===== src/rtl/soc_rr_arbiter_lock.sv =====
// soc_rr_arbiter_lock
//   Round-robin arbiter with grant locking. One of N requesters owns the
//   shared resource until it signals done or drops its request. A rotating
//   pointer gives fairness: after a release the next scan starts just past
//   the previous owner. All outputs are registered.
//
// Optional feature (compile-time macro SOC_ARB_TIMEOUT_EN):
//   Adds a hold counter that force-releases a grant after MAX_HOLD cycles
//   and pulses `timeout` in the first cycle the grant reads 0.
//
// Parameters:
//   N         number of requesters (1..64)
//   MAX_HOLD  maximum grant length in cycles when the timeout is built (>= 2)
//
// Ports:
//   clk        in   clock
//   rst        in   synchronous active-high reset
//   req        in   [N-1:0] level-sensitive request vector
//   done       in   current owner finishes this cycle
//   gnt        out  [N-1:0] one-hot grant
//   gnt_idx    out  [IDXW-1:0] binary owner index, qualified by gnt_valid
//   gnt_valid  out  a grant is active (== |gnt)
//   timeout    out  single-cycle pulse on forced release

package soc_rr_arbiter_lock_pkg;
  // Never returns 0 so N=1 still yields a 1-bit index/pointer.
  function automatic int unsigned clog2_width(input int unsigned n);
    return (n <= 1) ? 1 : $clog2(n);
  endfunction
endpackage

module soc_rr_arbiter_lock
  import soc_rr_arbiter_lock_pkg::*;
#(
  parameter int unsigned N        = 4,
  parameter int unsigned MAX_HOLD = 16
) (
  input  logic                      clk,
  input  logic                      rst,
  input  logic [N-1:0]              req,
  input  logic                      done,
  output logic [N-1:0]              gnt,
  output logic [clog2_width(N)-1:0] gnt_idx,
  output logic                      gnt_valid,
  output logic                      timeout
);

  localparam int unsigned IDXW = clog2_width(N);

  typedef enum logic {IDLE, GRANT} state_t;

  state_t            r_state, w_state_nx;
  logic [N-1:0]      r_gnt, w_gnt_nx;
  logic [IDXW-1:0]   r_gnt_idx, w_idx_nx;
  logic              r_gnt_valid, w_valid_nx;
  logic              r_timeout, w_timeout_nx;
  logic [IDXW-1:0]   r_ptr, w_ptr_nx;

  logic              w_pick_found;
  logic [IDXW-1:0]   w_pick_idx;
  logic [IDXW-1:0]   w_cand;
  logic [N-1:0]      w_pick_oh;
  logic              w_release;
  logic              w_to_hit;
  logic [IDXW-1:0]   w_ptr_after;

`ifdef SOC_ARB_TIMEOUT_EN
  localparam int unsigned CNTW = clog2_width(MAX_HOLD);
  logic [CNTW-1:0]   r_hold, w_hold_nx;

  assign w_to_hit = (r_hold == CNTW'(MAX_HOLD - 1));
`else
  assign w_to_hit = 1'b0;
`endif

  // First requester at or above the pointer, wrapping N-1 -> 0.
  always_comb begin
    w_pick_found = 1'b0;
    w_pick_idx   = '0;
    w_pick_oh    = '0;
    w_cand       = '0;
    for (int unsigned k = 0; k < N; k++) begin
      w_cand = IDXW'((32'(r_ptr) + k) % N);
      if (!w_pick_found && req[w_cand]) begin
        w_pick_found      = 1'b1;
        w_pick_idx        = w_cand;
        w_pick_oh[w_cand] = 1'b1;
      end
    end
  end

  // done and withdrawal together are a single release.
  assign w_release   = done || !req[r_gnt_idx];
  assign w_ptr_after = IDXW'((32'(r_gnt_idx) + 32'd1) % N);

  always_comb begin
    w_state_nx   = r_state;
    w_gnt_nx     = r_gnt;
    w_idx_nx     = r_gnt_idx;
    w_valid_nx   = r_gnt_valid;
    w_ptr_nx     = r_ptr;
    w_timeout_nx = 1'b0;
`ifdef SOC_ARB_TIMEOUT_EN
    w_hold_nx    = r_hold;
`endif
    unique case (r_state)
      IDLE: begin
        if (w_pick_found) begin
          w_gnt_nx   = w_pick_oh;
          w_idx_nx   = w_pick_idx;
          w_valid_nx = 1'b1;
          w_state_nx = GRANT;
`ifdef SOC_ARB_TIMEOUT_EN
          w_hold_nx  = '0;
`endif
        end
      end
      GRANT: begin
        if (w_release || w_to_hit) begin
          w_gnt_nx     = '0;
          w_valid_nx   = 1'b0;
          w_ptr_nx     = w_ptr_after;
          w_state_nx   = IDLE;
          // A normal release on the timeout edge wins; no pulse then.
          w_timeout_nx = w_to_hit && !w_release;
        end else begin
`ifdef SOC_ARB_TIMEOUT_EN
          w_hold_nx = r_hold + 1'b1;
`endif
        end
      end
      default: w_state_nx = IDLE;
    endcase
  end

  always_ff @(posedge clk) begin
    if (rst) begin
      r_state     <= IDLE;
      r_gnt       <= '0;
      r_gnt_idx   <= '0;
      r_gnt_valid <= 1'b0;
      r_timeout   <= 1'b0;
      r_ptr       <= '0;
`ifdef SOC_ARB_TIMEOUT_EN
      r_hold      <= '0;
`endif
    end else begin
      r_state     <= w_state_nx;
      r_gnt       <= w_gnt_nx;
      r_gnt_idx   <= w_idx_nx;
      r_gnt_valid <= w_valid_nx;
      r_timeout   <= w_timeout_nx;
      r_ptr       <= w_ptr_nx;
`ifdef SOC_ARB_TIMEOUT_EN
      r_hold      <= w_hold_nx;
`endif
    end
  end

  assign gnt       = r_gnt;
  assign gnt_idx   = r_gnt_idx;
  assign gnt_valid = r_gnt_valid;
  assign timeout   = r_timeout;

endmodule


===== config.mk =====
export PLATFORM = sky130hd
export DESIGN_NAME = soc_rr_arbiter_lock
export DESIGN_NICKNAME = d
export VERILOG_FILES = /design/src/rtl/soc_rr_arbiter_lock.sv
export SDC_FILE = /design/constraint.sdc
export NUM_CORES = 1
export LEC_CHECK = 0
export BUFFER_PORTS_ARGS = -buffer_cell sky130_fd_sc_hd__buf_2
export CORE_MARGIN = 1
export CORE_UTILIZATION = 51
export DETAILED_ROUTE_END_ITERATION = 8
export PLACE_DENSITY = 0.75
export SYNTH_ARGS = -nofsm -noshare
export SYNTH_HDL_FRONTEND = slang
export SYNTH_SLANG_ARGS = --single-unit

===== constraint.sdc =====
create_clock -name clk -period 2.5 [get_ports clk]
set_clock_uncertainty 0.05 [all_clocks]
set_input_delay 0.125 -clock clk [delete_from_list [all_inputs] [get_ports clk]]
set_output_delay 0.125 -clock clk [all_outputs]
set_load 0.05 [all_outputs]

# Word level (Yosys, flattened, before mapping)
# Cells that the tools add are included.
[word_totals]
out_inout_bits = 8
elab_cells = 78
in_bits = 7
regBits = 10
[op_classes]
bitwise_logic = 4
n_lt_le_gt_ge = 9
eq_ne = 2
muxes = 39
add_sub_neg = 4
reduce_logical = 15
[op_table]
columns = ["op", "count"]
rows = [
  ["2-to-1 mux 4 bit", 6],
  ["2-to-1 mux 1 bit", 17],
  ["< comparator 2 x 3 -> 1 bit, second input constant", 5],
  ["OR 4 bit", 3],
  ["binary-select mux 1 bit (select 2 bit)", 5],
  ["demux 1 bit (select 2 bit)", 4],
  [">= comparator 2 x 1 -> 1 bit, second input constant", 4],
  ["2-to-1 mux 2 bit", 4],
  ["case mux 4 bit (2 select lines)", 1],
  ["logical AND 1 bit", 7],
  ["AND reduction 2 bit", 3],
  ["adder 2 x 1 -> 2 bit, second input constant", 2],
  ["adder 2 bit, second input constant", 2],
  ["zero test 1 bit", 4],
  ["case mux 1 bit (2 select lines)", 2],
  ["inequality test 2 x 1 -> 1 bit, second input constant", 1],
  ["inequality test 2 bit, second input constant", 1],
  ["logical OR 1 bit", 1],
  ["NOT 1 bit", 1],
]

# Logic depth before layout (Yosys ltp)
[depth]
ltp_word = 14
mapped_depth = 11
depth_no_buf = 7

# Worst setup path before layout
# Ideal clock, no wire load.
[synth_path]
kind = "reg-to-reg"
startpoint = "reg r_ptr[0]"
endpoint = "reg r_gnt[1] (netlist: gnt[1])"
setup_time_ns = 0.091
arrival_ns = 2.198
n_path_buf = 3
period_less_slack_ns = 2.339
stages_incl_launch_ff = 11
t_required_ns = 2.359
slack_ns = 0.161
path_cell_list = "dfxtp_1 buf_2 buf_4 inv_2 ha_1 buf_2 mux2i_1 a32o_1 and2_1 o21ai_0 a311oi_1"
[synth_via]
elab_chain_cells = 14
elab_cells_between_ends = 52
cone_classes = "3 x add/sub; 8 x order compare; 1 x eq/ne; 26 x mux; 3 x bitwise; 11 x reduce/logical"
[synth_rtl]
columns = ["item", "line_no", "rtl"]
rows = [
  ["start, declared", "57", "logic [IDXW-1:0] r_ptr, w_ptr_nx;"],
  ["start signal, assigned", "153", "r_ptr <= w_ptr_nx;"],
  ["parallel branches: the longest is 14 deep, another holds < comparator 2 x 3 -> 1 bit", "-", ""],
  ["end signal, assigned", "149", "r_gnt <= w_gnt_nx;"],
  ["end, declared", "53", "logic [N-1:0] r_gnt, w_gnt_nx;"],
]
# Several ways; the timed one is not identified. The select of a mux whose other input is x is not followed.
# A chain may end at the register's enable or synchronous reset.

# Worst setup path after layout
[layout_path]
startpoint = "reg r_ptr[0]"
endpoint = "reg r_gnt[2] (netlist: gnt[2])"
# The elaborated chain is that of the path after synthesis.

==> impl_results.md <==
- CTS max path bufs: 2
- CP endpoint: gnt[2]$_SDFFE_PP0P_
- Max layer used: met4
- Clock-pin slew on the worst setup and hold paths: 0.07 ns
- Mean Syn Cell Area: 7.550 um^2
- Hold_buf cts: 0
- Clock latency on the worst-skew pair: approximately 0.27 ns
- Die ar.: ~2400 um^2
- Kind of critical path: flip-flop to flip-flop
- Fin worst setup slack: 0.2878 ns
- Routed WL: 2827 um
- Met2 wire length: 1385 um
- Power per cell area: 615.3 nW/um^2
- H-tree depth: 1
- Max-slew headroom: 64.91%
- Sequential share of the synthesized area: ~18%
- Largest net degree at the start of global routing: 30
- Ys async rst share: 0%
- Final Max Tran Viols: 0
- Per-cell routed wire length: 15.53 um
- Root Buffer: clkbuf_4
- Syn-to-layout area delta: 8.342%
- Total track usage: 26.57%
- Global-route wire length before repair: ~4800 um
- Worst Setup End Kind: flip-flop
- CTS tree: yes
- Sink Count: 10
- Final HPWL DP: 2091 um
- Maxcap violations: 0
- Crit path time final: approximately 2.2 ns
- Post-synth cell types: 46
- Routed vias: 1177
- Arrival time worst endpoint: 2.33 ns
- Fmax: 452.0 MHz
- Outcome: finished clean
- Share of cells above drive strength 1: between 10% and 20%
- #FFs+latches synth: 10
- Hold slack: 0.1077 ns
- CP max FO: 7
- Clock power share: 15.5%
- Hold_sp: rst
- Post-cts sizing count: 0
- Post-route ant nets: 0
- Hold crit path type: input port to flip-flop
- Total grt overflow: 0
- Cell Int Power: 386.9 uW
- CP startpoint kind: flip-flop
- Worst setup path startpoint: r_ptr[0]$_SDFFE_PP0P_
- Final Hold Vio Count: 0
- Initial antenna violation count: 0
- Antenna cells: 0
- P_sw: 352.9 uW
- Filler cell count: ~200
- Initial cell density of the core: a little under three fifths
- RSZ-0062 raised after global routing: false
- Die Width: 48.65 um
- Die Y: 48.65 um
- Critical Path RT: ~2.6 ns
- Num CTS Buffers: 3
- YS warnings: 0
- Vias in the first global route: 1080
- Met3 wire len: around 160 um
- Final nets: 172
- Flop2flop setup slack: 0.29 ns
- Io pins: 15
- VDD IR-drop max: 0.2646 mV
- Static leakage power: 0.4719 nW
- Pre-antenna DRT Iters: 5
- Worst slew pin tran: 0.5117 ns
- Final GP Congestion: between 0.9 and 1
- DRC: 0
- Ys flop type: dfxtp_1
- Via density: ~6.5
- Worst r2r src: r_ptr[0]$_SDFFE_PP0P_
- Violation count after the first detailed-route iteration: 56
- Syn_nets: 162
- Post-CTS Setup Bufs: 0
- Comb power frac: ~57%
- Port buffer count: 13
- Core ar.: 2002 um^2
- Critical R2R Capture: gnt[2]$_SDFFE_PP0P_
- Period utilization: 88.49%
- Worst Reg-to-Reg Cells: 7
- Sw frac: a little under half
- Reg power frac: between 20% and 30%
- Final TNS setup: 0 ns
- Final number of setup-violating endpoints: 0
- Number of enable flip-flop cells after synthesis: 0
- Row cnt: 16
- Pre-CTS WS: 0.3374 ns
- Overall power: roughly 740 uW
- Post-Synthesis Cells: 147
- Synth Cell Area: about 1100 um^2
- Met1 wire length: 1167 um
## worst min-delay path by stage
stage | to | slack (ns) | depth (start not counted)
floorplan | r_state$_SDFF_PP0_ | 0.31 | 2
global placement | gnt_valid$_SDFFE_PP0P_ | 0.38 | 2
detailed placement | gnt[0]$_SDFFE_PP0P_ | 0.39 | 2
CTS | gnt[0]$_SDFFE_PP0P_ | 0.1 | 2
global route | gnt_idx[1]$_SDFFE_PP0P_ | 0.12 | 2
finish | gnt[0]$_SDFFE_PP0P_ | 0.11 | 2
## state kept, by name (all words and copies together), names as in the netlist
signal	flops
gnt_valid	1
r_ptr	2
r_state	1
gnt_idx	2
gnt	4
## cells in the mapped netlist, types with 2 or more instances
cell	instances	area, um^2
a211oi_1	3	22.52
a21oi_1	12	60.06
a221oi_1	3	26.28
a311oi_1	4	35.03
a32o_1	4	40.04
a41oi_1	2	17.52
and2_1	2	12.51
buf_2	5	25.02
buf_4	2	15.01
clkbuf_1	4	15.01
dfxtp_1	10	200.2
ha_1	8	100.1
inv_1	3	11.26
inv_2	4	15.01
mux2i_1	3	30.03
mux4_2	2	45.04
nand2_1	14	52.55
nand2b_1	3	18.77
nand3_1	4	20.02
nor2_1	13	48.80
nor2b_1	4	25.02
nor3_1	5	25.02
nor3b_1	3	22.52
o211ai_1	3	22.52
o21ai_0	4	20.02
o21ai_1	3	15.01
## critical path, stage by stage, from the launching register on
cell      delay, ns
dfxtp_1        0.35
inv_2          0.08
ha_1           0.37
mux2i_1        0.38
a32o_1         0.35
a32o_1         0.20
nand2_1        0.06
a311oi_1       0.27
## per-stage QoR
stage / util [%] / cell area, um^2 / instances
floorplan: - / 1110 / 147
global placement: 58.94 / 1180 / 179
detailed placement: 58.94 / 1180 / 179
CTS: 60.06 / 1202 / 182
global route: 60.06 / 1202 / 182
finish: 60.06 / 1202 / 182
## power groups by stage
| stage | sequential [mW] | combinational [mW] | clock, mW |
|---|---|---|---|
| 4_1_cts | 0.204 | 0.416 | 0.118 |
| 5_1_grt | 0.207 | 0.460 | 0.125 |
| 6_report | 0.204 | 0.421 | 0.115 |
| 2_1_floorplan | 0.268 | 0.264 | 0 |
| 3_5_place_dp | 0.208 | 0.415 | 0 |
| 3_3_place_gp | 0.206 | 0.406 | 0 |
## kinds of logic after synthesis
kind of cell,after synthesis,synth area share [%]
compound gates,50,33.15
xor+xnor,1,0.7893
fa+ha+maj,8,9.020
buf+inv,19,7.664
flops,10,18.04
mux,5,6.764
other cells,1,0.3379
simple gates,53,24.24
## cell type report
class	count	area, um^2	share of cell area [%]
Sequential cell	10	200.2	16.65
Multi-Input combinational cell	118	824.5	68.57
Timing Repair Buffer	17	95.09	7.908
Inverter	7	26.28	2.185
Tap cell	27	33.78	2.810
Clock buffer	3	22.52	1.873
## cells in the final DEF (no fill, tap or decap), drive strengths merged, types with 2 or more instances in the layout
master	Yosys	final
buf	8	17
nand2	14	14
nor2	13	13
a21oi	12	12
dfxtp	10	10
ha	8	8
o21ai	8	8
inv	7	7
nor3	5	5
nor2b	4	4
a32o	4	4
nand3	4	4
a311oi	4	4
mux2i	3	3
nand2b	3	3
nor3b	3	3
o211ai	3	3
a221oi	3	3
a211oi	3	3
clkbuf	4	3
mux4	2	2
and2	2	2
a41oi	2	2
## metal layers
layer / vias up / track usage [%]
li1: 565 / -
met1: 540 / 31.67
met2: 60 / 43.06
met3: 12 / 4.088
met4: 0 / 19.12
met5: - / 0
(Power assumes the default switching activity.)
